[config.mk]
export PLATFORM = sky130hd
export DESIGN_NAME = fetch_unit
export DESIGN_NICKNAME = d
export VERILOG_FILES = /design/src/rtl/fetch_pkg.sv /design/src/rtl/fetch_fifo.sv /design/src/rtl/fetch_unit.sv
export SDC_FILE = /design/constraint.sdc
export NUM_CORES = 1
export LEC_CHECK = 0
export BUFFER_PORTS_ARGS = -buffer_cell sky130_fd_sc_hd__buf_2
export CAP_MARGIN = 20
export CORE_MARGIN = 8
export CORE_UTILIZATION = 55
export CTS_CLUSTER_DIAMETER = 80
export DETAILED_ROUTE_END_ITERATION = 8
export GPL_TIMING_DRIVEN = 0
export PLACE_DENSITY = 0.89
export SETUP_SLACK_MARGIN = 0.05
export SLEW_MARGIN = 40
export SYNTH_ARGS = -nofsm -noshare
export SYNTH_HDL_FRONTEND = slang
export SYNTH_SLANG_ARGS = --single-unit
[constraint.sdc]
create_clock -name i_clk -period 6.6 [get_ports i_clk]
set_input_delay 0.99 -clock i_clk [delete_from_list [all_inputs] [get_ports i_clk]]
set_output_delay 0.99 -clock i_clk [all_outputs]
set_load 0.03 [all_outputs]
[src/rtl/fetch_pkg.sv]
// fetch_pkg: shared widths, constants, FSM states and FIFO entry type for the fetch stage
package fetch_pkg;
  localparam int INST_ADDR_BUS = 32;
  localparam int INST_BUS = 32;
  localparam logic [31:0] ZERO_WORD = 32'h0000_0000;
  localparam logic ENABLE = 1'b1;
  localparam logic DISABLE = 1'b0;
  localparam logic [31:0] RESET_PC_DEFAULT = 32'h0000_0000;
  typedef enum logic [1:0] {
    FETCH_IDLE = 2'd0,
    FETCH_WAIT = 2'd1,
    FETCH_DROP = 2'd2
  } fetch_state_e;
  typedef struct packed {
    logic [INST_ADDR_BUS-1:0] pc;
    logic [INST_BUS-1:0] inst;
  } fetch_entry_t;
endpackage

[src/rtl/fetch_fifo.sv]
// fetch_fifo: circular buffer of {pc, inst} pairs; flush wins over push
module fetch_fifo
  import fetch_pkg::*;
#(
  parameter int DEPTH = 2
) (
  input  logic                         i_clk,
  input  logic                         i_rst_n,
  input  logic                         i_push,
  input  logic                         i_pop,
  input  logic                         i_flush,
  input  fetch_entry_t                 i_data,
  output fetch_entry_t                 o_head,
  output logic [$clog2(DEPTH+1)-1:0]   o_count,
  output logic                         o_full,
  output logic                         o_empty
);
  localparam int CW = $clog2(DEPTH+1);
  localparam int PW = $clog2(DEPTH);
  fetch_entry_t mem_q [DEPTH];
  fetch_entry_t mem_d [DEPTH];
  logic [PW-1:0] rd_q, rd_d, wr_q, wr_d;
  logic [CW-1:0] cnt_q, cnt_d;
  logic do_push, do_pop;
  function automatic logic [PW-1:0] inc(input logic [PW-1:0] p);
    return (p == PW'(DEPTH-1)) ? '0 : p + 1'b1;
  endfunction
  always_comb begin
    o_empty = cnt_q == '0;
    o_full = cnt_q == CW'(DEPTH);
    o_count = cnt_q;
    o_head = mem_q[rd_q];
    do_pop = i_pop & ~o_empty;
    do_push = i_push & (~o_full | do_pop);
    mem_d = mem_q;
    if (do_push) mem_d[wr_q] = i_data;
    rd_d = i_flush ? '0 : do_pop ? inc(rd_q) : rd_q;
    wr_d = i_flush ? '0 : do_push ? inc(wr_q) : wr_q;
    cnt_d = i_flush ? '0 : cnt_q + CW'(do_push) - CW'(do_pop);
  end
  always_ff @(posedge i_clk) begin
    if (!i_rst_n) begin
      rd_q <= '0;
      wr_q <= '0;
      cnt_q <= '0;
    end else begin
      rd_q <= rd_d;
      wr_q <= wr_d;
      cnt_q <= cnt_d;
    end
  end
  always_ff @(posedge i_clk) mem_q <= mem_d;
endmodule

[src/rtl/fetch_unit.sv]
// fetch_unit: fetch PC, one-outstanding imem handshake and {pc, inst} buffering ahead of IF/ID
module fetch_unit
  import fetch_pkg::*;
#(
  parameter logic [31:0] RESET_PC = RESET_PC_DEFAULT,
  parameter int DEPTH = 2
) (
  input  logic                     i_clk,
  input  logic                     i_rst_n,
  output logic                     o_imemReq,
  output logic [INST_ADDR_BUS-1:0] o_imemAddr,
  input  logic                     i_imemAck,
  input  logic [INST_BUS-1:0]      i_imemData,
  input  logic                     i_stall,
  input  logic                     i_takeBranch,
  input  logic [INST_ADDR_BUS-1:0] i_jpc,
  output logic                     o_valid,
  output logic [INST_ADDR_BUS-1:0] o_pc,
  output logic [INST_BUS-1:0]      o_inst
);
  localparam int CW = $clog2(DEPTH+1);
  fetch_state_e state_q, state_d;
  logic [INST_ADDR_BUS-1:0] fetch_pc_q, fetch_pc_d, addr_q, addr_d;
  logic req_q, req_d;
  logic redirect, push, pop, issue, full, empty;
  logic [CW-1:0] count;
  fetch_entry_t head, wr_entry;
  always_comb begin
    redirect = i_takeBranch & ~i_stall;
    pop = ~empty & ~i_stall & ~redirect;
    push = (state_q == FETCH_WAIT) & i_imemAck & ~redirect;
    wr_entry = '{pc: addr_q, inst: i_imemData};
    issue = redirect | pop | ~(full | (push & (count == CW'(DEPTH-1))));
    fetch_pc_d = redirect ? i_jpc & ~32'd3 : push ? addr_q + 32'd4 : fetch_pc_q;
    state_d = state_q;
    req_d = req_q;
    addr_d = addr_q;
    if (state_q == FETCH_IDLE || i_imemAck) begin
      state_d = issue ? FETCH_WAIT : FETCH_IDLE;
      req_d = issue ? ENABLE : DISABLE;
      addr_d = issue ? fetch_pc_d : addr_q;
    end else if (redirect) begin
      state_d = FETCH_DROP;
    end
    o_imemReq = req_q;
    o_imemAddr = addr_q;
    o_valid = ~empty;
    o_pc = empty ? ZERO_WORD : head.pc;
    o_inst = empty ? ZERO_WORD : head.inst;
  end
  always_ff @(posedge i_clk) begin
    if (!i_rst_n) begin
      state_q <= FETCH_IDLE;
      fetch_pc_q <= RESET_PC & ~32'd3;
      req_q <= DISABLE;
      addr_q <= ZERO_WORD;
    end else begin
      state_q <= state_d;
      fetch_pc_q <= fetch_pc_d;
      req_q <= req_d;
      addr_q <= addr_d;
    end
  end
  fetch_fifo #(.DEPTH(DEPTH)) u_fifo (
    .i_clk   (i_clk),
    .i_rst_n (i_rst_n),
    .i_push  (push),
    .i_pop   (pop),
    .i_flush (redirect),
    .i_data  (wr_entry),
    .o_head  (head),
    .o_count (count),
    .o_full  (full),
    .o_empty (empty)
  );
endmodule

# Word level (Yosys, flattened, before mapping)

Index checks and enable logic that the tools add are counted.

Register bits: 199
Word-level logic and storage cells: 65

Muxes and demuxes: 16
Magnitude comparators: 3
Equal/unequal tests: 3
Add/subtract/negate cells: 5
Bitwise operators: 20
Reduce and logical (&&, ||, !) cells: 7

Operators by type and width:

| kind                    | number |
|---|---|
| $mux W64                | 4 |
| $bwmux W128             | 1 |
| $mux W32                | 4 |
| $demux W64 S1           | 1 |
| $add A32 B3 Y32 const B | 1 |
| $and A1 B1 Y1           | 8 |
| $not A1 Y1              | 6 |
| $eq A2 B1 Y1 const B    | 2 |
| $ge A2 B2 Y1 const B    | 2 |
| $logic_not A2 Y1        | 2 |
| $mux W1                 | 4 |
| $mux W2                 | 2 |
| $not A1 Y2              | 2 |
| $or A1 B1 Y1            | 4 |
| $add A1 B1 Y1 const B   | 2 |
| $add A2 B1 Y2           | 1 |
| $eq A2 B2 Y1 const B    | 1 |
| $lt A2 B1 Y1 const B    | 1 |
| $reduce_and A2 Y1       | 1 |
| $reduce_bool A2 Y1      | 1 |
| $reduce_or A2 Y1        | 1 |
| $sub A2 B1 Y2           | 1 |
| $logic_and A1 B1 Y1     | 1 |
| $logic_or A1 B1 Y1      | 1 |

# Longest topological paths before layout

Gate-level depths: netlist of the first run.

Depth after elaboration: 10
Mapped depth: 8
Gate-level depth less buffers: 6

# Modules after synthesis

Synthesis of the first run repeated with hierarchy kept, for this count alone.

Cell total of the unflattened synthesis: 724
Area, all modules: 8,650.8 um^2

By module, submodules not included:

| module     | seq. area each (um^2) | times used | area an instance (um^2) | cells each |
|---|---|---|---|---|
| fetch_fifo | 3,923.8               | 1          | 4,843.4                 | 229 |
| fetch_unit | 1,341.3               | 1          | 3,807.4                 | 495 |

# Worst setup path before layout of the first run

Ideal clock, no wire load.

Kind: input-to-reg
From: in i_stall
To: reg u_fifo.mem_q[100] (netlist bit), enable pin
Setup time: 0.486 ns
Stages on the path: 5
Path slack: 1.684 ns
Required time: 6.114 ns
Data arrival time: 4.430 ns
Buffers on the path: 1
Cell sequence: clkbuf_1 > nor2b_1 > nor2_1 > nand2_1 > nor2_1

Longest elaborated chain between the ends: 7
Elaborated cells between the ends (all ways): 9
Those cells by class: bitwise: 9

Ends and longest elaborated chain:

| what                 | RTL line                           | source |
|---|---|---|
| from (decl)          | fetch_unit.sv:14                   | `input logic i_stall,` |
| $not A1 Y1 *         | fetch_unit.sv:29, fetch_unit.sv:30 |  |
| $and A1 B1 Y1        | fetch_unit.sv:29                   | `redirect = i_takeBranch & ~i_stall;` |
| $not A1 Y1           | fetch_unit.sv:30, fetch_unit.sv:31 |  |
| $and A1 B1 Y1        | fetch_unit.sv:30                   | `pop = ~empty & ~i_stall & ~redirect;` |
| $and A1 B1 Y1        | fetch_fifo.sv:33                   | `do_pop = i_pop & ~o_empty;` |
| $or A1 B1 Y1         | fetch_fifo.sv:34                   | `do_push = i_push & (~o_full \| do_pop);` |
| $and A1 B1 Y1 *      | fetch_fifo.sv:34                   |  |
| to (signal assigned) | fetch_fifo.sv:52                   | `always_ff @(posedge i_clk) mem_q <= mem_d;` |
| to (decl)            | fetch_fifo.sv:20                   | `fetch_entry_t mem_q [DEPTH];` |

Every way passes the cells marked *; elsewhere a longest branch is shown, timed or not.
A chain may end at the register's enable or synchronous reset.

# Worst setup path after layout of the first run

From: reg u_fifo.rd_q
To: out o_inst[25]

Longest elaborated chain between the ends: 5

Ends and longest elaborated chain:

| what                                         | RTL line         | source |
|---|---|---|
| from (decl)                                  | fetch_fifo.sv:22 | `logic [PW-1:0] rd_q, rd_d, wr_q, wr_d;` |
| from (signal assigned)                       | fetch_fifo.sv:47 | `rd_q <= rd_d;` |
| $not A1 Y2 (not written as such)             | fetch_fifo.sv:32 | `o_head = mem_q[rd_q];` |
| $mux W64 (not written as such) (3 in series) | fetch_fifo.sv:32 |  |
| $mux W32                                     | fetch_unit.sv:49 | `o_inst = empty ? ZERO_WORD : head.inst;` |
| to (decl)                                    | fetch_unit.sv:19 | `output logic [INST_BUS-1:0] o_inst` |

Every way passes these cells. The select of a mux whose other input is x is not followed.

==> results_dict.tcl, run 1 <==
set metrics [dict create \
    status "finished, final reports clean" \
    p_per_area_nw_per_um2 284 \
    synth_area_sq_um 8510 \
    clock_latency_ns 0.44 \
    regToRegSetupSlack_ns 3.41 \
    fin_nets 1010 \
    cts.htree.levels 4 \
    synthCells 754 \
    worstReg2RegEnd "u_fifo.mem_q[14]" \
    setup_tns_ns 0 \
    vdd_drop_max_mv 0.182 \
    place.gp.congestion 0.948 \
    cellLeakagePower_nw 3.90 \
    initial_core_util_pct 56.2 \
    postCtsHoldBufs 0 \
    antenna_found_initial 0 \
    ff_latch_area_sq_um 5270 \
    setup_viol 0 \
    finalHoldViolations 0 \
    cts_sinks 199 \
    drv_cap 0 \
    cts_setup_buffers 0 \
    cts_buffers 17 \
    fp.dieArea_sq_um 19700 \
    ys_seq_elements 199 \
    ys_types 58 \
    dr.pass1.iters 7 \
    clk_path_buf_depth 2 \
    detail-route-antenna-nets 0 \
    path_class "register to output port" \
    cp_data_required_time_ns 5.61 \
    min_period_over_period_pct 54.4 \
    coreArea_sq_um 15100 \
    num_rows 45 \
    max_slew_margin_pct 44.3 \
    die_y_um 140 \
    final_common_cell "buf_2" \
    synth_async_sr_flop_share_pct 0 \
    rsz0062_at_grt "no" \
    layout_common_cells "buf_2 (170), edfxtp_1 (128), nor2_1 (110)" \
    grt_pass1_vias 6655 \
    ios 167 \
    syn-num-nets 824 \
    dp_hpwl_um 16100 \
    path_clk_slew_ns 0.07 \
    synth_edf_count 128 \
    diodes 0 \
    arrival_ns 2.60 \
    yosys_warnings 0 \
    area_growth_pct 21.2 \
    skew_ns 0.00947 \
    min_from "fetch_pc_q[1]" \
    drt-total-wl_um 23200 \
    finalWorstSetupSlack_ns 3.01 \
    chipWidth_um 140 \
    root_buffer "clkbuf_16" \
    post-route-drc-count 0 \
    r2r-start "state_q[0]" \
    grt_overflow 0 \
    grt_use_total_pct 23.3 \
    drt_iter0_markers 683 \
    multi_input_area_sq_um 3010 \
    min_period_ns 3.59 \
    post_synth.cell_area_avg_sq_um 11.3 \
    grt_max_degree 40 \
    cp-start-kind "register" \
    worstMarginPinSlew_ns 0.832 \
    worstHoldEndpoint "o_imemAddr[1]" \
    critPathCaptureType "output port" \
    cts_tree "done" \
    io_buffers 163 \
    drive_above_1_share_pct 22.9 \
    num-fill-cells 1116 \
    drt-wirelength-per-cell_um 20.3 \
    holdCritPathClass "register to register" \
    cts_resized 0 \
    vias_per_cell 6.00 \
    reg2reg_depth 5 \
    slew_violations 0 \
    pre_cts_ws_ns 2.83 \
    hold_depth 2 \
    grt_first_pass_wirelength_um 35600 \
    yosysSeqAreaShare_pct 61.9 \
    synth_flop_cell "edfxtp_1" \
    num_vias 6841 \
    fmax_mhz 279 \
    critPathMaxFanout 10 \
]
## cell type report
type	instances	area share, %
Clock buffer	18	4.16
Buffer	49	1.98
Multi-Input combinational cell	495	29.2
Clock inverter	14	2.23
Timing Repair Buffer	167	8.67
Tap cell	188	2.28
Sequential cell	199	51.1
Inverter	11	0.401
## per-layer routing
layer / GRT usage [%] / part of all wire (%) / vias to the layer above / routed length, um
met5: 0 / 0 / - / 0
met4: 10.1 / 3.2 / 0 / 751
met3: 5.74 / 10 / 60 / 2390
met2: 38.2 / 47 / 381 / 11000
met1: 28.7 / 39 / 3248 / 9080
li1: - / - / 3152 / -
## power by group
group / leakage (nW) / switching [mW] / internal (mW) / total, mW
clock: 0.299 / 0.448 / 0.707 / 1.15
combinational: 1.85 / 0.233 / 0.107 / 0.339
sequential: 1.74 / 0.0531 / 1.38 / 1.44
total: 3.90 / 0.734 / 2.20 / 2.93
## worst max-delay path, stage by stage, from the launching register on
cell	delay (ns)
dfxtp_1	0.32
clkbuf_1	0.12
clkbuf_1	0.52
clkbuf_1	0.65
mux2i_1	0.27
nor2_1	0.07
buf_2	0.20
## flip-flops by register name (all words and copies together) (netlist names)
signal	count
state_q	2
o_imemReq	1
o_imemAddr	32
u_fifo.wr_q	1
u_fifo.o_count	2
u_fifo.rd_q	1
fetch_pc_q	32
u_fifo.mem_q	128
## cells in the mapped netlist (6+ instances only)
master	n	area [sq um]
edfxtp_1	128	3840
nor2_1	111	417
dfxtp_1	71	1420
mux2i_1	71	711
nand2_1	61	229
a21oi_1	44	220
clkbuf_1	36	135
nand3_1	35	175
o21ai_0	31	155
nor3_1	12	60.1
a31oi_1	11	68.8
nand4_1	11	68.8
inv_1	10	37.5
and3_1	9	56.3
a311oi_1	7	61.3
buf_2	7	35.0
or3_1	7	43.8
xnor2_1	7	61.3
nand3b_1	6	45.0
## through the flow
step	area (sq um)	hold WS, ns	utilization (%)	instances	power, mW
finish	10300	0.487	68.1	1141	2.93
global route	10300	0.498	68.1	1141	3.02
CTS	10300	0.486	68.1	1141	2.93
detailed placement	9650	0.466	63.7	1109	1.80
global placement	9560	0.442	63.1	1105	1.78
floorplan	8510	0.436	-	754	1.66
## worst max path at each step
stage / from / endpoint / depth (start not counted)
floorplan: i_stall / u_fifo.mem_q[100] / 5
global placement: i_imemAck / u_fifo.mem_q[82] / 5
detailed placement: i_imemAck / u_fifo.mem_q[5] / 6
CTS: u_fifo.rd_q / o_inst[25] / 6
global route: u_fifo.rd_q / o_inst[25] / 6
finish: u_fifo.rd_q / o_inst[25] / 6
## kinds of logic (layout without fill, tap and decap cells)
kind of cell | count (synthesis) | count (layout) | share of synthesized area [%]
muxes | 71 | 71 | 8.35
xor gates and xnor gates | 10 | 10 | 1.03
DFF | 199 | 199 | 61.9
and+or+nand+nor | 286 | 286 | 16.4
adders and majority gates | 1 | 1 | 0.147
buffers and inverters | 60 | 259 | 2.88
AOI/OAI and AO/OA | 127 | 127 | 9.25
Power figures use the tool's default switching activity.
==> run 2: changes to the inputs <==
Settings changed: CORE_UTILIZATION 55 to 50, PLACE_DENSITY 0.89 to 0.85.
Clock period 6.6 ns to 3 ns, I/O delays scaled along.
==> results_dict.tcl, run 2 (synthesized netlist as in run 1, its figures left out) <==
set metrics [dict create \
    status "finished, final reports clean" \
    min_period_over_period_pct 95.7 \
    area_growth_pct 22.1 \
    chipWidth_um 146 \
    drt-wirelength-per-cell_um 20.3 \
    path_clk_slew_ns 0.07 \
    grt_overflow 0 \
    postCtsHoldBufs 0 \
    vdd_drop_max_mv 0.446 \
    dr.pass1.iters 8 \
    critPathCaptureType "register" \
    cts_buffers 17 \
    num_vias 6897 \
    diodes 0 \
    finalInstanceArea_sq_um 10400 \
    crit_family "simple AND/OR/NAND/NOR gates" \
    path_cells "nand3b_1 > nor2_4 > clkbuf_1 > and3_4 > buf_12" \
    detail-route-antenna-nets 0 \
    reg2reg_depth 5 \
    post-route-drc-count 0 \
    drv_cap 0 \
    worstMarginPinSlew_ns 0.724 \
    clk_path_buf_depth 2 \
    fmax_mhz 348 \
    dpl_cell_area_sq_um 9740 \
    ios 167 \
    critPathMaxFanout 32 \
    path_class "register to register" \
    cts.htree.levels 4 \
    fin_nets 1012 \
    final_common_cell "buf_2" \
    initial_core_util_pct 51.3 \
    largest_reg_flops 128 \
    skew_ns 0.00968 \
    arrival_ns 2.99 \
    num_rows 47 \
    dp.cells 1142 \
    cp-start-kind "register" \
    clock_latency_ns 0.43 \
    grt_max_degree 34 \
    fin_cells 1174 \
    grt_pass1_vias 6745 \
    cts_tree "done" \
    root_buffer "clkbuf_16" \
    cp_data_required_time_ns 3.12 \
    holdCritPathClass "input pin to register" \
    rsz0062_at_grt "no" \
    io_buffers 163 \
    cp.depth 5 \
    hold_depth 1 \
    layout_common_cells "buf_2 (170), edfxtp_1 (128), nor2_1 (109)" \
    setup_viol 0 \
    dp_hpwl_um 16400 \
    die_y_um 146 \
    coreArea_sq_um 16600 \
    fp.dieArea_sq_um 21400 \
    cts_sinks 199 \
    antenna_found_initial 1 \
    min_period_ns 2.87 \
    slew_violations 0 \
    drt-total-wl_um 23800 \
    finalHoldViolations 0 \
    critPathMaxStageDelay_ns 0.52 \
    p_per_area_nw_per_um2 611 \
    grt_first_pass_wirelength_um 36400 \
    critPathBufInv 2 \
    max_slew_margin_pct 51.6 \
    vias_per_cell 5.87 \
    cellLeakagePower_nw 3.94 \
    drt_iter0_markers 740 \
    drive_above_1_share_pct 23.3 \
    cpMaxStageDelayCell "clkbuf_1" \
    grt_use_total_pct 21.6 \
    place.gp.congestion 0.950 \
    regMostFlops "u_fifo.mem_q" \
]
-- run 2: metrics by stage --
step,utilization [%],setup slack (ns),setup TNS [ns],power [mW],hold WS [ns]
finish,62.7,0.129,0,6.35,0.210
global route,62.7,0.0511,0,6.56,0.188
CTS,62.6,0.0815,0,6.37,0.193
detailed placement,58.7,-0.344,-14.18,3.97,0.461
global placement,57.9,-0.805,-96.06,3.92,0.442
floorplan,-,0.342,0,3.66,0.436
-- run 2: path summary, 6_finish.rpt --
path,from,end,slack (ns)
worst min register to register,fetch_pc_q[1],fetch_pc_q[1],0.48
worst max-delay path,state_q[0],u_fifo.mem_q[60],0.13
worst min-delay path,i_imemData[2],u_fifo.mem_q[2],0.21
worst max register to register,state_q[0],u_fifo.mem_q[60],0.13
-- run 2: layer usage --
metal	part of all wire (%)	up-vias	track usage, %	wire length, um
met4	3.1	2	9.07	726
li1	-	3156	-	-
met2	48	409	35.9	11400
met3	9.6	78	6.00	2290
met1	39	3252	26.1	9320
met5	0.055	-	0	13
-- run 2: final cells by class --
cell class | instances | area, sq um
Fill cell | 1336 | 6190
Clock inverter | 13 | 203
Tap cell | 220 | 275
Inverter | 11 | 41.3
Clock buffer | 18 | 429
Multi-Input combinational cell | 496 | 3020
Buffer | 49 | 206
Sequential cell | 199 | 5270
Timing Repair Buffer | 168 | 946
-- run 2: worst reg2reg max path, cell delays in order, from the launching register on --
cell and delay (ns):
dfxtp_1 0.44, nand3b_1 0.41, nor2_4 0.45, clkbuf_1 0.52, and3_4 0.48, buf_12 0.26
-- run 2: report_power, final --
part           leakage (nW)  total (mW)  switching [mW]  internal [mW]
sequential             1.74        3.16           0.119           3.05
clock                 0.309        2.42           0.952           1.47
combinational          1.89       0.762           0.519          0.244
-- run 2: timing repair --
| item | in CTS | in global routing |
|---|---|---|
| gates cloned | 0 | 1 |
| resized for setup | 3 | 2 |
| endpoints found under the setup margin | 73 | 48 |
| buffers inserted | 0 | 0 |
| pin swaps | 0 | 1 |
==> run 3: changes to the inputs <==
Settings changed: BUFFER_PORTS_ARGS -buffer_cell sky130_fd_sc_hd__buf_2 to -buffer_cell sky130_fd_sc_hd__buf_4, CAP_MARGIN 20 to default.
Clock period 3 ns to 2.44 ns, I/O delays scaled along.
==> results_dict.tcl, run 3 (synthesized netlist as in run 1, its figures left out) <==
set metrics [dict create \
    status "finished, final reports clean" \
    final_common_cell "buf_4" \
    crit_end "o_imemAddr[4]" \
    area_growth_pct 26.7 \
    largest_reg_flops 128 \
    place.gp.congestion 0.942 \
    detail-route-antenna-nets 0 \
    dr.pass1.iters 6 \
    coreArea_sq_um 16600 \
    regMostFlops "u_fifo.mem_q" \
    fin_nets 1015 \
    reg2reg_depth 5 \
    critPathCaptureType "register" \
    path_class "input pin to register" \
    holdCritPathClass "input pin to register" \
    totalPowerFinal_mw 7.49 \
    cts_buffers 17 \
    vdd_drop_max_mv 0.498 \
    regToRegSetupSlack_ns 0.17 \
    dp_hpwl_um 16500 \
    cp-start-kind "input pin" \
    grt_use_total_pct 21.7 \
    r2r-start "o_imemAddr[20]" \
    min_period_ns 2.33 \
    drive_above_1_share_pct 25.5 \
    num_vias 6851 \
    critPathBufInv 3 \
    drt_iter0_markers 658 \
    die_y_um 146 \
    dpl_cell_area_sq_um 10100 \
    startpoint "i_stall" \
    grt_pass1_vias 6729 \
    worstMarginPinSlew_ns 0.689 \
    rsz0062_at_grt "no" \
    critPathMaxStageDelay_ns 0.58 \
    drt-total-wl_um 23700 \
    initial_core_util_pct 51.3 \
    antenna_found_initial 0 \
    drv_cap 0 \
    fmax_mhz 429 \
    clk_path_buf_depth 2 \
    min_period_over_period_pct 95.6 \
    finalWorstSetupSlack_ns 0.108 \
    cellLeakagePower_nw 3.99 \
    fp.dieArea_sq_um 21400 \
    pre_cts_ws_ns -0.325 \
    max_slew_margin_pct 53.7 \
    grt_max_degree 40 \
    cts_tree "done" \
    ios 167 \
    grt_first_pass_wirelength_um 36600 \
    dp.cells 1142 \
    fin_cells 1178 \
    finalHoldViolations 0 \
    setup_tns_ns 0 \
    diodes 0 \
    grt_overflow 0 \
    cp_data_required_time_ns 2.77 \
    path_clk_slew_ns 0.07 \
    cp.depth 6 \
    chipWidth_um 146 \
    postCtsHoldBufs 0 \
    worstReg2RegEnd "o_imemAddr[26]" \
    critPathMaxFanout 10 \
    cts.htree.levels 4 \
    whs_ns 0.123 \
    setup_viol 0 \
    crit_family "buffers and inverters" \
    drt-wirelength-per-cell_um 20.1 \
    num_rows 47 \
    p_per_area_nw_per_um2 695 \
    clock_latency_ns 0.43 \
    arrival_ns 2.66 \
    root_buffer "clkbuf_16" \
    io_buffers 163 \
    cpMaxStageDelayCell "buf_1" \
    fin_util_pct 65.0 \
    cts_sinks 199 \
    layout_common_cells "buf_4 (172), edfxtp_1 (128), nor2_1 (109)" \
    skew_ns 0.0140 \
    path_cells "clkbuf_2 > nor2b_1 > clkbuf_1 > buf_1 > nand2_1 > a311oi_1" \
    num-fill-cells 1287 \
    slew_violations 0 \
    finalInstanceArea_sq_um 10800 \
    post-route-drc-count 0 \
    vias_per_cell 5.82 \
]
## run 3: area by class of cell
class                           instances  area, sq um  share of cell area, %
Clock inverter                         13          109                   1.01
Tap cell                              220          275                   2.55
Sequential cell                       199         5270                   48.9
Multi-Input combinational cell        495         3050                   28.3
Clock buffer                           19          433                   4.02
Inverter                               11         41.3                  0.383
Buffer                                 48          235                   2.18
Timing Repair Buffer                  173         1360                   12.6
## run 3: worst min-delay path by stage
stage / cells after the start / startpoint / slack [ns] / end
floorplan: 2 / fetch_pc_q[0] / 0.44 / fetch_pc_q[0]
global placement: 2 / fetch_pc_q[0] / 0.44 / fetch_pc_q[0]
detailed placement: 2 / fetch_pc_q[0] / 0.46 / fetch_pc_q[0]
CTS: 1 / i_imemData[29] / 0.11 / u_fifo.mem_q[29]
global route: 1 / i_imemData[24] / 0.11 / u_fifo.mem_q[24]
finish: 1 / i_imemData[21] / 0.12 / u_fifo.mem_q[21]
## run 3: per-layer routing
metal | up-vias | track usage (%) | share of wire, %
met4 | 0 | 8.19 | 2.2
met2 | 379 | 36.1 | 48
met1 | 3256 | 27.0 | 39
met5 | - | 0 | 0
li1 | 3156 | - | -
met3 | 60 | 4.94 | 10
## run 3: power by group
part	switching (mW)	internal, mW
Combinational	0.639	0.380
Clock	1.18	1.39
Sequential	0.149	3.75
Total	1.97	5.52
## run 3: repair_timing
action,4_1_cts,5_1_grt
resized for setup,16,20
pin swaps,3,1
buffers inserted,4,1
setup endpoints to repair,190,154
